File: config.mk
export PLATFORM = sky130hd
export DESIGN_NAME = fnd_scan_controller
export DESIGN_NICKNAME = d
export VERILOG_FILES = /design/src/rtl/fnd_pkg.sv /design/src/rtl/bin_to_bcd_seq.sv /design/src/rtl/fnd_scan_controller.sv
export SDC_FILE = /design/constraint.sdc
export NUM_CORES = 1
export LEC_CHECK = 0
export CAP_MARGIN = 20
export CORE_MARGIN = 5
export CORE_UTILIZATION = 45
export DETAILED_ROUTE_END_ITERATION = 10
export REMOVE_ABC_BUFFERS = 1
export SYNTH_ARGS = -nofsm -noshare
export SYNTH_HDL_FRONTEND = slang
export SYNTH_HIERARCHICAL = 1
export SYNTH_SLANG_ARGS = --single-unit
File: constraint.sdc
create_clock -name i_clk -period 5.6 [get_ports i_clk]
set_clock_uncertainty 0.05 [all_clocks]
set_input_delay 0.84 -clock i_clk [delete_from_list [all_inputs] [get_ports i_clk]]
set_output_delay 0.84 -clock i_clk [all_outputs]
set_load 0.005 [all_outputs]
File: src/rtl/fnd_pkg.sv
// rtl/fnd_pkg.sv - shared constants, converter state type and blanking helper for the FND scan path
package fnd_pkg;
  localparam int NUM_DIGITS = 4;
  localparam int BIN_W      = 14;
  localparam int MAX_VALUE  = 9999;
  localparam int BCD_W      = 4 * NUM_DIGITS;

  typedef enum logic [1:0] {IDLE, SHIFT, DONE} conv_state_t;

  // A digit goes dark only when it and every more-significant digit are zero.
  function automatic logic digit_enable(input logic [BCD_W-1:0] digits,
                                        input logic [1:0] idx,
                                        input logic blank_lz);
    logic upper_zero;
    upper_zero = 1'b1;
    for (int i = 0; i < NUM_DIGITS; i++) begin
      if (i >= int'(idx) && digits[4*i +: 4] != 4'd0) upper_zero = 1'b0;
    end
    return !(blank_lz && idx != 2'd0 && upper_zero);
  endfunction
endpackage

File: src/rtl/bin_to_bcd_seq.sv
// rtl/bin_to_bcd_seq.sv - sequential shift-add-3 binary to BCD converter, one bit per cycle
module bin_to_bcd_seq
  import fnd_pkg::*;
(
  input  logic             i_clk,
  input  logic             i_reset,
  input  logic             i_start,
  input  logic [BIN_W-1:0] i_bin,
  output logic             o_busy,
  output logic             o_done,
  output logic [BCD_W-1:0] o_bcd
);
  localparam int         SHIFT_W   = BCD_W + BIN_W;
  localparam logic [3:0] LAST_ITER = 4'(BIN_W - 1);

  conv_state_t        r_state, w_next_state;
  logic [SHIFT_W-1:0] r_shift, w_adjusted;
  logic [3:0]         r_iter;

  always_comb begin
    w_adjusted = r_shift;
    for (int i = 0; i < NUM_DIGITS; i++) begin
      if (r_shift[BIN_W + 4*i +: 4] >= 4'd5)
        w_adjusted[BIN_W + 4*i +: 4] = r_shift[BIN_W + 4*i +: 4] + 4'd3;
    end
  end

  always_comb begin
    w_next_state = r_state;
    o_busy       = 1'b0;
    o_done       = 1'b0;
    case (r_state)
      IDLE:  if (i_start) w_next_state = SHIFT;
      SHIFT: begin
        o_busy = 1'b1;
        if (r_iter == LAST_ITER) w_next_state = DONE;
      end
      DONE: begin
        o_busy       = 1'b1;
        o_done       = 1'b1;
        w_next_state = IDLE;
      end
      default: w_next_state = IDLE;
    endcase
  end

  always_ff @(posedge i_clk) begin
    if (i_reset) begin
      r_state <= IDLE;
      r_shift <= '0;
      r_iter  <= '0;
    end else begin
      r_state <= w_next_state;
      case (r_state)
        IDLE: if (i_start) begin
          r_shift <= {{BCD_W{1'b0}}, i_bin};
          r_iter  <= '0;
        end
        SHIFT: begin
          r_shift <= {w_adjusted[SHIFT_W-2:0], 1'b0};
          r_iter  <= r_iter + 4'd1;
        end
        default: ;
      endcase
    end
  end

  assign o_bcd = r_shift[SHIFT_W-1 -: BCD_W];
endmodule

File: src/rtl/fnd_scan_controller.sv
// rtl/fnd_scan_controller.sv - captures the input number, converts it to BCD and scans four digits
module fnd_scan_controller
  import fnd_pkg::*;
#(
  parameter int CLK_HZ  = 100_000_000,
  parameter int SCAN_HZ = 4000
)
(
  input  logic             i_clk,
  input  logic             i_reset,
  input  logic [BIN_W-1:0] i_number,
  input  logic             i_blankLZ,
  output logic [1:0]       o_digitSelect,
  output logic [3:0]       o_value,
  output logic             o_en,
  output logic             o_overflow,
  output logic             o_busy
);
  localparam int               DIV      = CLK_HZ / SCAN_HZ;
  localparam int               CNT_W    = $clog2(DIV);
  localparam logic [CNT_W-1:0] CNT_LAST = CNT_W'(DIV - 1);
  localparam logic [BIN_W-1:0] MAX_BIN  = BIN_W'(MAX_VALUE);

  logic [BIN_W-1:0] r_last;
  logic             r_cap_ovf;
  logic [BCD_W-1:0] r_disp;
  logic             r_disp_ovf;
  logic [CNT_W-1:0] r_scan_cnt;
  logic [1:0]       r_index;

  logic             w_busy, w_done, w_start, w_ovf;
  logic [BIN_W-1:0] w_sat;
  logic [BCD_W-1:0] w_bcd;

  // The raw input is remembered, so a held out-of-range value does not retrigger conversions.
  assign w_ovf   = i_number > MAX_BIN;
  assign w_sat   = w_ovf ? MAX_BIN : i_number;
  assign w_start = !w_busy && (i_number != r_last);
  assign o_busy  = w_busy;

  bin_to_bcd_seq u_conv (
    .i_clk   (i_clk),
    .i_reset (i_reset),
    .i_start (w_start),
    .i_bin   (w_sat),
    .o_busy  (w_busy),
    .o_done  (w_done),
    .o_bcd   (w_bcd)
  );

  always_ff @(posedge i_clk) begin
    if (i_reset) begin
      r_last     <= '0;
      r_cap_ovf  <= 1'b0;
      r_disp     <= '0;
      r_disp_ovf <= 1'b0;
    end else begin
      if (w_start) begin
        r_last    <= i_number;
        r_cap_ovf <= w_ovf;
      end
      if (w_done) begin
        r_disp     <= w_bcd;
        r_disp_ovf <= r_cap_ovf;
      end
    end
  end

  always_ff @(posedge i_clk) begin
    if (i_reset) begin
      r_scan_cnt <= '0;
      r_index    <= '0;
    end else if (r_scan_cnt == CNT_LAST) begin
      r_scan_cnt <= '0;
      r_index    <= r_index + 2'd1;
    end else begin
      r_scan_cnt <= r_scan_cnt + 1'b1;
    end
  end

  always_ff @(posedge i_clk) begin
    if (i_reset) begin
      o_digitSelect <= '0;
      o_value       <= '0;
      o_en          <= 1'b0;
      o_overflow    <= 1'b0;
    end else begin
      o_digitSelect <= r_index;
      o_value       <= r_disp[{r_index, 2'b00} +: 4];
      o_en          <= digit_enable(r_disp, r_index, i_blankLZ);
      o_overflow    <= r_disp_ovf;
    end
  end
endmodule

Word level (Yosys, flattened, before mapping)
Index checks and enable logic that the tools add are counted.
Storage, ports and cells
  bits in latches: 0
  bits in writable memories: 0
  bits in registers: 93
  logic and storage cells: 74
  ROM bits: 0
  memories kept: 0
  output and inout bits: 9
Cells by class
  shifts and indexed selects: 1
  mux-type cells: 19
  divide/modulo/power cells: 0
  equality and inequality tests: 7
  reductions and logical operators: 19
  add/subtract/negate cells: 7
  $lt $le $gt $ge: 8
  bitwise operators: 0
  multipliers: 0
Operators by type and width (number)
  $pmux 30 s2: 1
  $mux 30: 1
  $ge 4x3->1 const B: 4
  $mux 4: 4
  $reduce_bool 4->1: 4
  $shiftx 16x5->4: 1
  $add 15x1->15 const B: 1
  $eq 15x15->1 const B: 1
  $gt 14x14->1 const B: 1
  $mux 14: 1
  $ne 14x14->1: 1
  $add 4x2->4 const B: 3
  $pmux 4 s2: 1
  $mux 1: 7
  $logic_and 1x1->1: 6
  $add 4x1->4 const B: 1
  $eq 4x4->1 const B: 1
  $ge 1x2->1 const A: 2
  $mux 2: 2
  $ne 2x1->1 const B: 2
  $pmux 2 s2: 1
  $reduce_and 2->1: 2
  $reduce_bool 2->1: 2
  $reduce_or 2->1: 2
  other kinds (8): 9

Logic depth before layout (Yosys ltp)
  word-level depth: 9
  depth in mapped cells: 10
  gate-level depth less buffers: 8

Cells and area by module
The synthesis kept the hierarchy.
By module, submodules not included
  fnd_scan_controller: sequential area each 1141.1 um^2, times used 1, area an instance 2622.5 um^2, cells each 268
  bin_to_bcd_seq: sequential area each 720.7 um^2, times used 1, area an instance 2100.8 um^2, cells each 222

Worst setup path before layout
OpenSTA, ideal clock, no wires.
  path kind: in2reg
  from: input i_number[13]
  to: register u_conv.r_shift[14]
  path slack: 2917 ps
  data required time: 5432 ps
  arrival: 2515 ps
  setup time: 118 ps
  stages on the path: 9
  path through: xor2_1 nor4_2 a41oi_4 buf_6 nand2b_2 and2_1 buf_2 a22oi_1 nor2_1
On the way
  cells in the longest elaborated chain, start to end: 4
RTL lines
  start, declared: RTL line fnd_scan_controller.sv:11  | input logic [BIN_W-1:0] i_number,
  $ne 14x14->1: RTL line fnd_scan_controller.sv:38  | assign w_start = !w_busy && (i_number != r_last);
  $logic_and 1x1->1: RTL line fnd_scan_controller.sv:38
  via w_start: RTL line fnd_scan_controller.sv:31  | logic w_busy, w_done, w_start, w_ovf;
  $ne 2x1->1 (no source line)
  $reduce_and 2->1 (no source line)
  end signal, assigned: RTL line bin_to_bcd_seq.sv:56  | r_shift <= {{BCD_W{1'b0}}, i_bin};
  end signal, assigned: RTL line bin_to_bcd_seq.sv:60  | r_shift <= {w_adjusted[SHIFT_W-2:0], 1'b0};
  end, declared: RTL line bin_to_bcd_seq.sv:17  | logic [SHIFT_W-1:0] r_shift, w_adjusted;
The timed path passes the listed nets, and every way through them passes these cells.
A chain may end at the register's enable or synchronous reset.

Worst setup path in the final report
  from: input i_number[13]
  to: register u_conv.r_shift[22]
On the way
  cells in the longest elaborated chain, start to end: 4
RTL lines (RTL line)
  $ne 14x14->1: fnd_scan_controller.sv:38
  $logic_and 1x1->1: fnd_scan_controller.sv:38
  $ne 2x1->1 (no source line)
  $reduce_and 2->1 (no source line)
No other way between the ends.

==> results.tsv <==
stage	metric	value	unit
timing	setup TNS	0	ns
placement	Post-DP HPWL	6172	um
global_route	initial antenna violation count	0	
finish	Filler cells	992	
worst_setup_path	CP required	5.81	ns
clocking	clock latency at the later pin of the worst-skew pair	0.36	ns
routing	routed length on met3	295	um
routing	final WL	8804	um
global_route	first-pass GRT wire length	15240	um
pwr	leak pwr	0.001950	uW
worst_setup_path	Arr. time, crit path	3.62	ns
finish	Final nets	525	
synthesis	Synth Cell Area	4723	sq um
timing	Final setup viols	0	
floorplan	die span in y	112.5	um
routing	DR iter-0 viols	126	
clocking	clock sinks	93	
floorplan	Starting Density	45.96	%
global_route	Overflow after GRT	0	
timing	final worst-path cycle share	61.01	%
worst_setup_path	reg2reg path depth	7	
clocking	Clock Root Buffer	clkbuf_8	
clocking	Post-CTS Resized	0	
timing	final count of hold timing violations	0	
synthesis	Syn Area/Cell	9.639	sq um
finish	leading cell types in the layout, fill and taps excluded	dfxtp_1 (93), nor2_1 (61), mux2i_1 (51)	
synthesis	post-synth top area share	39.42	%
timing	min Tclk post-route	3.417	ns
finish	share of cells above drive strength 1	11.29	%
floorplan	Die ar.	12650	sq um
routing	Metal-1 WL	4305	um
routing	highest metal used	met4	
worst_setup_path	startpoint types	input port	
synthesis	top post-synthesis cells by area	dfxtp_1 (39%), mux2i_1 (11%), nand2b_1 (5.2%), nor2_1 (4.8%), ha_1 (4.5%)	
timing	RSZ-0062 raised after global routing	false	
placement	Placed Area	4918	sq um
placement	Placer Congestion	0.7409	
routing	routed wl met2	4074	um
finish	Register Area	1862	sq um
floorplan	core box area	10280	sq um
routing	drt wl/cell	13.93	um
routing	Avg Vias per Cell	5.070	
clocking	buffer count from post-CTS setup fixing	0	
pwr	Pwr Total	1882	uW
worst_setup_path	Critical Path Fanout Max	27	
floorplan	die width	112.5	um
synthesis	sequential share of the synthesized area	39.42	%
clocking	H-tree depth	3	
routing	Post-route DRC	0	
clocking	hold bufs inserted after CTS	0	
min_path	hold path cells	1	
finish	diode count	0	
synthesis	Netlist cell types	48	
clocking	CTS Buf Count	9	
placement	Port Buffers	25	
pwr	worst vdd ir	0.0001896	V
synthesis	synth warn	6	
global_route	number of global-route vias before repair	3132	
outcome	outcome	finished clean	
synthesis	post-synth top area cell	dfxtp_1	
floorplan	site row count	37	
routing	first-pass iteration count of the detailed router	6	
finish	area taken by multi-input logic gates	2547	sq um
pwr	pwr dens	364.7	nW/um^2
worst_setup_path	CP Class	input port to register	
timing	Slew Limit Fails	0	
timing	Slew headroom	25.73	%
synthesis	cells after synthesis	490	
timing	Slew @ Worst Pin	1.114	ns
synthesis	register bit total from synthesis	93	
finish	fin util	50.22	%
global_route	GRT Total Usage	14.54	%
finish	most common cell after layout, fill and taps aside	dfxtp_1	
clocking	register clock-pin slew on the reported worst setup and hold paths	0.09	ns
timing	Highest Clock Rate	292.7	MHz
floorplan	I/O pin count	26	
job	Max Cap Viol	0	
finish	final instance area	5161	sq um
finish	Layout area overhead	9.272	%
clocking	Clock Path Buffers	2	
worst_setup_path	crit path capture type	register	
min_path	Hold Path Class	register to register	
clocking	TritonCTS clock tree	done	
global_route	pin count of the biggest net entering global routing	38	
routing	post-route ant nets	0	
routing	via count	3204	
==> power by group <==
| part | switching, uW | internal, uW | leakage, uW |
|---|---|---|---|
| clock network | 238 | 291 | 0.000123 |
| logic | 324 | 232 | 0.00107 |
| registers | 52.5 | 745 | 0.000758 |
==> state kept, by name (all words and copies together) (netlist names) <==
| register | cells |
|---|---|
| o_value | 4 |
| r_disp_ovf | 1 |
| o_en | 1 |
| r_last | 14 |
| u_conv/r_iter | 4 |
| r_disp | 16 |
| o_digitSelect | 2 |
| u_conv/r_shift | 30 |
| u_conv/r_state | 2 |
| r_cap_ovf | 1 |
| r_scan_cnt | 15 |
| r_index | 2 |
| o_overflow | 1 |
==> cells in the mapped netlist, drive strengths merged <==
library cell,number
dfxtp,93
nor2,72
mux2i,51
nand2b,40
buf,28
xnor2,23
nand3,21
ha,17
inv,17
a211oi,13
xor2,12
a22o,11
clkbuf,11
nand2,11
nor4,8
a21oi,7
o21ai,7
nor2b,6
nor3,6
and2,5
a31oi,4
mux4,4
and2b,3
nand4,3
or2b,3
a22oi,2
o22ai,2
a2bb2oi,1
a41oi,1
and3,1
and4b,1
mux2,1
nand3b,1
nor3b,1
nor4b,1
o31ai,1
or4b,1
==> routing by layer <==
layer  vias up  track usage (%)
met3        11            3.935
li1       1650                -
met5         -                0
met2        36            23.32
met4         0            4.487
met1      1507            19.12
==> final timing paths <==
check                                     to                           start  slack, ns
max reg2reg  u_conv/r_shift[22]$_SDFFE_PP0P_  u_conv/r_state[0]$_SDFFE_PP0P_       2.73
min                 r_scan_cnt[0]$_SDFF_PP0_        r_scan_cnt[0]$_SDFF_PP0_       0.40
max          u_conv/r_shift[22]$_SDFFE_PP0P_                    i_number[13]       2.18
min reg2reg         r_scan_cnt[0]$_SDFF_PP0_        r_scan_cnt[0]$_SDFF_PP0_       0.40
==> metrics by stage <==
stage	worst slack (ns)	cells	hold WS, ns
6_report	2.183	632	0.4036
5_1_grt	2.027	632	0.4262
4_1_cts	2.147	632	0.4075
3_5_place_dp	1.752	616	0.3937
3_3_place_gp	1.836	616	0.3787
2_1_floorplan	2.725	451	0.3675
==> cell type report <==
| cell class | instances | share of cell area, % |
|---|---|---|
| inverters | 17 | 1.236 |
| well taps | 136 | 3.297 |
| clock buffers | 12 | 3.200 |
| multi-input cells | 341 | 49.36 |
| flip-flops and latches | 93 | 36.07 |
| repair buffers | 29 | 5.333 |
| clock inverters | 4 | 1.503 |
==> critical path: stages <==
cell	delay, ns
clkdlybuf4s50_1	0.57
xor2_1	0.22
nor4_2	0.09
a41oi_4	0.76
and2b_4	0.31
nor2_8	0.42
nor2_4	0.14
a22o_1	0.26
==> kinds of logic after synthesis <==
logic type               share of synthesized area (%)
multiplexers                                     12.95
XOR/XNOR                                         6.490
flip-flops                                       39.42
adder cells (fa/ha/maj)                          4.503
AND/OR/NAND/NOR                                  20.90
buffers and inverters                            6.649
AO/OA/AOI/OAI                                    9.086
No activity file was read; power rests on OpenSTA's default activity.
